**src/rtl/bullet_pkg.sv**
```systemverilog
// Shared definitions for the bullet palette: colour table, pixel type and
// encoder state encoding. The index->RGB lookup reads the same table.
package bullet_pkg;

    typedef struct packed {
        logic [3:0] r;
        logic [3:0] g;
        logic [3:0] b;
    } rgb444_t;

    typedef enum logic [1:0] {
        IDLE,
        SEARCH,
        DONE
    } enc_state_t;

    localparam logic [0:15][11:0] BULLET_PALETTE = {
        12'h000, 12'h985, 12'hFD8, 12'h112,
        12'h112, 12'h332, 12'hFB5, 12'h432,
        12'h222, 12'h863, 12'h764, 12'h433,
        12'h222, 12'hD95, 12'h653, 12'hFD9
    };

endpackage

```
**src/rtl/rgb444_manhattan_dist.sv**
```systemverilog
// Combinational |dr|+|dg|+|db| between two RGB444 colours (0..45).
module rgb444_manhattan_dist
    import bullet_pkg::*;
(
    input  rgb444_t     i_a,
    input  rgb444_t     i_b,
    output logic [5:0]  o_dist
);

    function automatic logic [3:0] abs_diff(input logic [3:0] a, input logic [3:0] b);
        logic signed [4:0] d;
        d = $signed({1'b0, a}) - $signed({1'b0, b});
        // Negative difference: the reversed subtraction is the magnitude.
        return d[4] ? (b - a) : d[3:0];
    endfunction

    logic [3:0] w_dr;
    logic [3:0] w_dg;
    logic [3:0] w_db;

    always_comb begin
        w_dr   = abs_diff(i_a.r, i_b.r);
        w_dg   = abs_diff(i_a.g, i_b.g);
        w_db   = abs_diff(i_a.b, i_b.b);
        o_dist = {2'b00, w_dr} + {2'b00, w_dg} + {2'b00, w_db};
    end

endmodule

```
**src/rtl/bullet_palette_encoder.sv**
```systemverilog
// RGB444 -> nearest bullet palette index. Scans one palette entry per clock;
// strict less-than keeps the lowest index on ties.
module bullet_palette_encoder
    import bullet_pkg::*;
#(
    parameter bit EARLY_EXIT = 1'b1
) (
    input  logic        Clk,
    input  logic        Reset,
    input  logic        in_valid,
    output logic        in_ready,
    input  logic [3:0]  in_red,
    input  logic [3:0]  in_green,
    input  logic [3:0]  in_blue,
    output logic        out_valid,
    input  logic        out_ready,
    output logic [3:0]  out_index,
    output logic [5:0]  out_dist,
    output logic        out_exact
);

    enc_state_t r_state;
    enc_state_t w_next;

    rgb444_t    r_pix;
    logic [3:0] r_idx;
    logic [5:0] r_best_dist;
    logic [3:0] r_best_idx;
    logic [3:0] r_out_index;
    logic [5:0] r_out_dist;
    logic       r_out_exact;

    rgb444_t    w_entry;
    logic [5:0] w_dist;
    logic       w_better;
    logic [5:0] w_cand_dist;
    logic [3:0] w_cand_idx;
    logic       w_last;

    assign w_entry = rgb444_t'(BULLET_PALETTE[r_idx]);

    rgb444_manhattan_dist u_dist (
        .i_a    (r_pix),
        .i_b    (w_entry),
        .o_dist (w_dist)
    );

    always_comb begin
        w_better    = (w_dist < r_best_dist);
        w_cand_dist = w_better ? w_dist : r_best_dist;
        w_cand_idx  = w_better ? r_idx  : r_best_idx;
        // idx==15 exit comes first, so r_idx never wraps.
        w_last      = (r_idx == 4'd15) || (EARLY_EXIT && (w_dist == 6'd0));
    end

    always_comb begin
        w_next = r_state;
        case (r_state)
            IDLE:    if (in_valid)  w_next = SEARCH;
            SEARCH:  if (w_last)    w_next = DONE;
            DONE:    if (out_ready) w_next = IDLE;
            default:                w_next = IDLE;
        endcase
    end

    always_ff @(posedge Clk) begin
        if (Reset) r_state <= IDLE;
        else       r_state <= w_next;
    end

    always_ff @(posedge Clk) begin
        if (Reset) begin
            r_pix       <= '0;
            r_idx       <= '0;
            r_best_dist <= '1;
            r_best_idx  <= '0;
            r_out_index <= '0;
            r_out_dist  <= '0;
            r_out_exact <= 1'b0;
        end else begin
            case (r_state)
                IDLE: begin
                    if (in_valid) begin
                        r_pix       <= '{r: in_red, g: in_green, b: in_blue};
                        r_idx       <= '0;
                        r_best_dist <= '1;
                        r_best_idx  <= '0;
                    end
                end
                SEARCH: begin
                    r_best_dist <= w_cand_dist;
                    r_best_idx  <= w_cand_idx;
                    if (w_last) begin
                        r_out_index <= w_cand_idx;
                        r_out_dist  <= w_cand_dist;
                        r_out_exact <= (w_cand_dist == 6'd0);
                    end else begin
                        r_idx <= r_idx + 4'd1;
                    end
                end
                default: ;
            endcase
        end
    end

    assign in_ready  = (r_state == IDLE) && !Reset;
    assign out_valid = (r_state == DONE);
    assign out_index = r_out_index;
    assign out_dist  = r_out_dist;
    assign out_exact = r_out_exact;

endmodule

```
**config.mk**
```make
export PLATFORM = sky130hd
export DESIGN_NAME = bullet_palette_encoder
export DESIGN_NICKNAME = d
export VERILOG_FILES = /design/src/rtl/bullet_pkg.sv /design/src/rtl/rgb444_manhattan_dist.sv /design/src/rtl/bullet_palette_encoder.sv
export SDC_FILE = /design/constraint.sdc
export NUM_CORES = 1
export LEC_CHECK = 0
export ABC_AREA = 1
export CAP_MARGIN = 15
export CORE_MARGIN = 2
export CORE_UTILIZATION = 50
export DETAILED_ROUTE_END_ITERATION = 8
export GPL_TIMING_DRIVEN = 0
export PLACE_DENSITY = 0.73
export REMOVE_ABC_BUFFERS = 1
export SETUP_SLACK_MARGIN = 0.1
export SYNTH_ARGS = -nofsm -noshare
export SYNTH_HDL_FRONTEND = slang
export SYNTH_SLANG_ARGS = --single-unit
```
**constraint.sdc**
```tcl
create_clock -name Clk -period 6.9 [get_ports Clk]
set_input_delay 0.69 -clock Clk [delete_from_list [all_inputs] [get_ports Clk]]
set_output_delay 0.69 -clock Clk [all_outputs]
set_load 0.02 [all_outputs]
```
==> results of run 1 <==
[cells in the final DEF, fill, tap and decap left out, drive strengths merged]
cell type       n
o21ai          37
o211ai          1
a21oi          40
o22ai           7
nor2           41
xnor2           1
xor2            9
clkdlybuf4s50  28
ha             42
nand4           1
a22oi           1
o21a            1
o2bb2ai         1
nand2          91
inv            88
o221ai          1
buf             1
nor3            6
o31ai           5
nand3          27
clkbuf          6
fa              8
clkinv          2
mux2i           3
clkinvlp        1
a211oi          3
dfxtp          39
[synth_stat cells (5+ instances only)]
cell type / n / area share
nor3_1: 6 / 0.0091
ha_1: 42 / 0.16
nor2_1: 40 / 0.045
fa_1: 8 / 0.048
nand3_1: 22 / 0.033
clkbuf_1: 6 / 0.0068
nand2_1: 85 / 0.096
dfxtp_1: 39 / 0.24
o22ai_1: 7 / 0.013
o21ai_0: 37 / 0.056
a21oi_2: 5 / 0.013
a21oi_1: 34 / 0.051
inv_1: 87 / 0.099
xor2_1: 9 / 0.024
[logic make-up after synthesis]
kind of cell | Yosys count | synth area share
xor+xnor | 10 | 0.0264
simple gates | 166 | 0.221
mux | 3 | 0.00906
fa+ha+maj | 50 | 0.207
buf+inv | 104 | 0.131
flops | 39 | 0.236
compound gates | 97 | 0.170
[path summary, 6_finish.rpt]
check                               start   endpoint  cells past startpoint
worst max register to register   r_idx[2]  out_exact                     35
worst max-delay path             r_idx[2]  out_exact                     35
worst min register to register  out_exact  out_exact                      2
worst min-delay path            out_exact  out_exact                      2
[stage by stage]
stage / hold WS (ps) / cell area (µm²) / instances / setup WS [ps] / utilization
floorplan: 452 / 3210 / 454 / 1760 / -
CTS: 476 / 3690 / 568 / 850 / 0.577
global placement: 460 / 3590 / 559 / 984 / 0.562
global route: 503 / 3690 / 568 / 154 / 0.577
finish: 475 / 3690 / 568 / 866 / 0.577
detailed placement: 465 / 3600 / 560 / 855 / 0.564
[worst reg2reg max path: cells and delay by family, from the launching register on]
family / cells / cell delay (ps)
XOR/XNOR: 2 / 310
AO/OA/AOI/OAI: 7 / 1340
AND/OR/NAND/NOR: 14 / 1330
adder cells (fa/ha/maj): 5 / 1510
buffers and inverters: 7 / 770
flip-flops: 1 / 670
[sequential cells by signal, summed over array words and instances, names as in the netlist]
name	cells
r_pix	12
out_dist	6
r_best_dist	6
out_index	4
r_best_idx	4
r_idx	4
r_state	2
out_exact	1
[cell type report]
class,count,area share
Multi-Input combinational cell,326,0.569
Inverter,89,0.0906
Sequential cell,39,0.212
Timing Repair Buffer,29,0.0791
Clock buffer,6,0.0197
Clock inverter,2,0.00339
Tap cell,77,0.0261
[metal layers]
layer | up-vias | share of wire | GRT usage
met1 | 1326 | 0.49 | 0.260
li1 | 1542 | - | -
met2 | 36 | 0.48 | 0.352
met5 | - | 0 | 0
met3 | 7 | 0.017 | 0.0185
met4 | 0 | 0.015 | 0.0765
==> summary.md, run 1 <==
| Metric | Value |
|---|---|
| RSZ-0062 raised after global routing | no |
| Root buffer cell | clkbuf_8 |
| Clock skew | around 6 ps |
| Critical Path RT | slightly above 7000 ps |
| Number of flops mapped to enable cells by yosys | 0 |
| Crit path kind | flop to flop |
| Worst path slowest cell | dfxtp_1 |
| Hpwl dp | around 5.4 mm |
| FF/Latch Area | ~780 µm² |
| Routed wire per std cell | around 12 µm |
| Worst slew margin | 0.410 |
| Latest clock arrival within the worst-skew pair | between 200 and 300 ps |
| Global-route wire length before repair | 12.1 mm |
| Syn avg cell area | just over 7 µm² |
| Final Setup Violations | 0 |
| Vias in the first global route | roughly 2800 |
| Area Growth Syn to Fin | 11.2% |
| Share of cells above drive strength 1 | 0.0570 |
| Ports | 29 |
| Core area | about 6400 µm² |
| Sequential area share after synthesis | 0.236 |
| Syn Inst Count | 469 |
| Crit Path Max Fanout | 16 |
| Crit path max-delay family | adder cells |
| Tot GR Track Use | 0.203 |
| Die extent in y | 85.4 µm |
| CTS buffer count | 5 |
| CP arrival | approximately 6200 ps |
| Setup TNS | 0 ps |
| Worst-Margin Slew | slightly below 900 ps |
| CTS clock-pin slew for the worst setup and hold paths | 80 ps |
| Final period utilization | 0.874 |
| Synth cell types | 39 |
| H-tree lvl count | 2 |
| CTS tree | yes |
| Syn Std Cell Area | 3310 µm² |
| Ys Warns | 0 |
| Port Buffers | 28 |
| Final worst path period need | ~6000 ps |
| Fillers | 627 |
| GRT Residual Overflow | 0 |
| Via count | ~2900 |
| Post-synth ARST share | 0 |
| Final Hold Vio Count | 0 |
| CTS sink cnt | 39 |
| Die X | ~85 µm |
| Count of buffer and inverter cells on the critical path | 7 |
| Achievable clock frequency | around 170 MHz |
| Nets | ~560 |
| Post-CTS setup buffer count | 0 |
| Fin. max-slew vios | 0 |
| Routed vias/inst | just over 5 |
| Initial antenna violation count | 0 |
| Post-cts sizing count | 0 |
| Largest net degree at the start of global routing | 29 |
| DRC | 0 |
| Status | complete, no violations |
| # diodes | 0 |
| Worst reg2reg setup slack | approximately 870 ps |
| Full die area | about 7300 µm² |
| Critical path launch point type | flop |
| Placement Rows | 29 |
| Main synth FF type | dfxtp_1 |
| CP dominant cell by count | nand2_1 |
| Slowest Stage Delay on Critical Path | roughly 670 ps |
| Post-synthesis register bit count | 39 |
| Clock tree buffer depth | 2 |
| Routability Congestion | between 0.8 and 0.9 |
| Antenna-violating nets left | 0 |
| Multi-input logic area | 2100 µm² |
| Number of hold buffers added after CTS | 0 |
| Max cap viols | 0 |
| Starting Density | 0.519 |
| Drt first pass iters | 4 |
| Hold crit path type | flop to flop |
| Drt total wl | ~7 mm |
| Worst Setup End Kind | flop |
| First-iteration detailed-routing DRC count | about 130 |
Power of run 1 is not shown: default switching activity piles up to over one toggle a cycle in this logic, so the estimate is an artifact.
==> inputs of run 2 (changes only) <==
--- a/config.mk
+++ b/config.mk
@@ -13,3 +13,3 @@
 export GPL_TIMING_DRIVEN = 0
-export PLACE_DENSITY = 0.73
+export PLACE_DENSITY = 0.77
 export REMOVE_ABC_BUFFERS = 1
==> constraint.sdc (replaced) <==
create_clock -name Clk -period 6.9 [get_ports Clk]
set_input_delay 1.035 -clock Clk [delete_from_list [all_inputs] [get_ports Clk]]
set_output_delay 1.035 -clock Clk [all_outputs]
set_load 0.02 [all_outputs]
==> run 2 against run 1 <==
Via count is 0.93% higher; largest cell class unchanged; first-iteration DRC count up 18%; final cell count unchanged.
==> summary.md, run 2 (synthesis results as in run 1) <==
| Metric | Value |
|---|---|
| DR top layer | met4 |
| Final period utilization | 0.880 |
| Achievable clock frequency | about 160 MHz |
| Routed vias/inst | 5.17 |
| Post-route insts no fill | approximately 570 |
| Area Growth Syn to Fin | 11.4% |
| Drt first pass iters | 4 |
| Drt total wl | between 6 and 7 mm |
| H-tree lvl count | 2 |
| Final Hold Vio Count | 0 |
| Latest clock arrival within the worst-skew pair | ~300 ps |
| Max cap viols | 0 |
| Vias in the first global route | ~2900 |
| Worst-Margin Slew | approximately 840 ps |
| Worst Setup End Kind | flop |
| Clock tree buffer depth | 2 |
| Worst path slowest cell | dfxtp_1 |
| Full die area | roughly 7300 µm² |
| Fillers | 606 |
| Port Buffers | 28 |
| Antenna-violating nets left | 0 |
| Die extent in y | between 80 and 90 µm |
| Status | complete, no violations |
| DP Cell Count | 560 |
| Routability Congestion | roughly 0.86 |
| CTS clock-pin slew for the worst setup and hold paths | ~80 ps |
| Core area | between 6000 and 7000 µm² |
| Met2 Wirelength | 3.21 mm |
| Critical path launch point type | flop |
| Most frequent cells in the layout | inv_1, nand2_1, ha_1, nor2_1, dfxtp_1 |
| CTS sink cnt | 39 |
| Final worst path period need | 6080 ps |
| Met1 WL | around 3.2 mm |
| Final Setup Violations | 0 |
| Ports | 29 |
| Met3 routed WL | ~200 µm |
| Crit Path Max Fanout | 16 |
| Clock skew | just over 7 ps |
| CP arrival | about 6300 ps |
| Final core occ | 0.578 |
| GRT Residual Overflow | 0 |
| DRC | 0 |
| Routed wire per std cell | 11.9 µm |
| Final WS setup | roughly 820 ps |
| Via count | roughly 2900 |
| Setup TNS | 0 ps |
| Pre-CTS WS | ~860 ps |
| Tot GR Track Use | 0.202 |
| Hpwl dp | about 5.3 mm |
| Max reg flops | 12 |
| CTS tree | yes |
| Most common cell after layout, fill and taps aside | inv_1 |
| Global-route wire length before repair | roughly 12 mm |
| Nets | ~560 |
| Die X | 85.4 µm |
| First-iteration detailed-routing DRC count | between 100 and 150 |
| CP dominant cell by count | nand2_1 |
| Number of hold buffers added after CTS | 0 |
| Worst slew margin | 0.438 |
| Root buffer cell | clkbuf_8 |
| Critical Path RT | between 7000 and 8000 ps |
| # diodes | 0 |
| Slowest Stage Delay on Critical Path | ~650 ps |
| Starting Density | 0.519 |
| Post-cts sizing count | 0 |
| Post-CTS setup buffer count | 0 |
| Initial antenna violation count | 0 |
| Crit path kind | flop to flop |
| Placement Rows | 29 |
| Share of cells above drive strength 1 | 0.0591 |
| Hold crit path type | flop to flop |
| Largest net degree at the start of global routing | 29 |
| RSZ-0062 raised after global routing | no |
| CTS buffer count | 5 |
| Largest register by flop count | r_pix |
| Fin. max-slew vios | 0 |
[run 2: cell types whose count changed in the layout (fill, tap and decap cells not counted), sizes merged]
| cell | previous run | this run |
|---|---|---|
| clkbuf | 6 | 5 |
| clkinvlp | 1 | 2 |
[run 2: worst paths after layout]
kind,from,endpoint,slack (ps),cells past startpoint
worst min register to register,out_exact,out_exact,470,2
worst min-delay path,out_exact,out_exact,470,2
worst max register to register,r_idx[2],out_exact,820,35
worst max-delay path,r_idx[2],out_exact,820,35
[run 2: worst max-delay path: cells and delay by family (launching register included)]
kind | cells | cell delay [ps]
xor gates and xnor gates | 2 | 320
and+or+nand+nor | 13 | 1250
adders and majority gates | 5 | 1520
DFF | 1 | 650
AOI/OAI and AO/OA | 7 | 1420
buffers and inverters | 8 | 840
[run 2: layout make-up]
cell class | instances | area [µm²] | area share
sequential | 39 | 781 | 0.212
multi-input combinational | 326 | 2100 | 0.569
clock buffer | 5 | 68.8 | 0.0186
timing repair buffer | 29 | 292 | 0.0790
clock inverter | 3 | 20.0 | 0.00542
inverter | 89 | 334 | 0.0905
tap | 77 | 96.3 | 0.0261
[run 2: metal layers]
layer  vias up  global-route usage
met2        55               0.344
met5         -                   0
met3         9              0.0233
met4         0              0.0707
li1       1541                   -
met1      1333               0.264
[run 2: through the flow]
step | cell area (µm²) | hold WS, ps
after detailed placement | 3600 | 455
after global routing | 3690 | 496
after CTS | 3690 | 467
after floorplan | 3210 | 452
final | 3690 | 469
after global placement | 3590 | 462
Power of run 2 is left out for the same reason.
==> inputs of run 3 (changes only) <==
CAP_MARGIN = unset   (was 15)
==> run 3 against run 2 <==
Design area is 0.44% higher; clock skew is essentially flat; first-iteration DRC count increased by 22%; via count fell by 0.58%; sequential share of layout area fell by 0.059 points; maximum frequency fell by 0.91%; non-clock buffer count fell by 1; flip-flop and latch count did not move; wire length rose by 1.3%; global-route usage up 0.057 points; count of clock-buffer cells in the layout did not move; highest routed layer unchanged.
==> summary.md, run 3 (synthesis results as in run 1) <==
| Metric | Value |
|---|---|
| Worst path slowest cell | dfxtp_1 |
| Core area | roughly 6400 µm² |
| Vias in the first global route | ~2900 |
| Clock skew | between 7 and 8 ps |
| Status | complete, no violations |
| Most common cell after layout, fill and taps aside | inv_1 |
| Tot GR Track Use | 0.203 |
| Full die area | 7300 µm² |
| Root buffer cell | clkbuf_8 |
| Routed wire per std cell | around 12 µm |
| CP arrival | around 6300 ps |
| Via count | a little under 3000 |
| Nets | between 500 and 600 |
| CTS tree | yes |
| Final worst path period need | between 6000 and 7000 ps |
| Critical Path RT | approximately 7100 ps |
| Worst slew margin | 0.401 |
| Worst Setup End Kind | flop |
| Largest register by flop count | r_pix |
| H-tree lvl count | 2 |
| GRT Residual Overflow | 0 |
| Latest clock arrival within the worst-skew pair | around 290 ps |
| Final Hold Vio Count | 0 |
| Die extent in y | roughly 85 µm |
| Area Growth Syn to Fin | 11.9% |
| DRC | 0 |
| Antenna-violating nets left | 0 |
| Critical Path Start | r_idx[0] |
| Fin. max-slew vios | 0 |
| Port Buffers | 28 |
| # diodes | 0 |
| Ports | 29 |
| Crit path kind | flop to flop |
| Share of cells above drive strength 1 | 0.0612 |
| Critical path launch point type | flop |
| Achievable clock frequency | ~160 MHz |
| Drt first pass iters | 4 |
| Most frequent cells in the layout | inv_1, nand2_1, ha_1, nor2_1, dfxtp_1 |
| Number of hold buffers added after CTS | 0 |
| RR Startpoint | r_idx[0] |
| Largest net degree at the start of global routing | 29 |
| Global-route wire length before repair | roughly 12 mm |
| Routability Congestion | between 0.8 and 0.9 |
| CTS buffer count | 5 |
| Worst-Margin Slew | between 800 and 900 ps |
| Starting Density | 0.519 |
| CTS sink cnt | 39 |
| Die X | 85.4 µm |
| Crit Path Max Fanout | 16 |
| Drt total wl | 6.83 mm |
| First-iteration detailed-routing DRC count | 180 |
| Hold path start | out_exact |
| Slowest Stage Delay on Critical Path | between 500 and 600 ps |
| CTS clock-pin slew for the worst setup and hold paths | approximately 80 ps |
| Final core occ | 0.581 |
| Setup TNS | 0 ps |
| Placement Rows | 29 |
| Clock tree buffer depth | 2 |
| Hpwl dp | approximately 5.2 mm |
| RSZ-0062 raised after global routing | no |
| Initial antenna violation count | 0 |
| Max cap viols | 0 |
| Routed vias/inst | slightly above 5 |
| Final Setup Violations | 0 |
| Final period utilization | 0.889 |
| Max reg flops | 12 |
| Hold crit path type | flop to flop |
## run 3: metal layers
metal | track usage | vias up | wire [µm]
met5 | 0 | - | 0
met3 | 0.0233 | 7 | 224
met2 | 0.342 | 57 | 3330
li1 | - | 1535 | -
met4 | 0.0548 | 0 | 77
met1 | 0.274 | 1322 | 3200
## run 3: per-stage QoR
stage	hold WS (ps)	cells	setup slack [ps]	cell area, µm²
after detailed placement	455	559	830	3590
final	468	567	769	3710
after global routing	496	567	111	3710
after CTS	467	567	804	3700
after floorplan	452	454	1760	3210
after global placement	462	559	1020	3590
## run 3: path summary, 6_finish.rpt
path,end,slack (ps),cells past startpoint
max reg2reg,out_dist[3],770,35
max,out_dist[3],770,35
min reg2reg,out_exact,470,2
min,out_exact,470,2
## run 3: cell type report
class                           count  area (µm²)
Clock buffer                        5        68.8
Timing Repair Buffer               28         280
Clock inverter                      3        43.8
Fill cell                         595        2680
Tap cell                           77        96.3
Sequential cell                    39         782
Multi-Input combinational cell    326        2100
Inverter                           89         334
## run 3: what timing repair did
item,CTS,global route
resized for setup,0,1
setup endpoints to repair,0,2
setup buffers,0,0
## run 3: critical path: cells and delay by family (launching register included)
family	cells	cell delay, ps
AO/OA/AOI/OAI	7	1420
XOR/XNOR	2	320
adder cells (fa/ha/maj)	6	1800
buffers and inverters	8	690
flip-flops	1	540
AND/OR/NAND/NOR	12	1210
Power of run 3 is left out for the same reason.
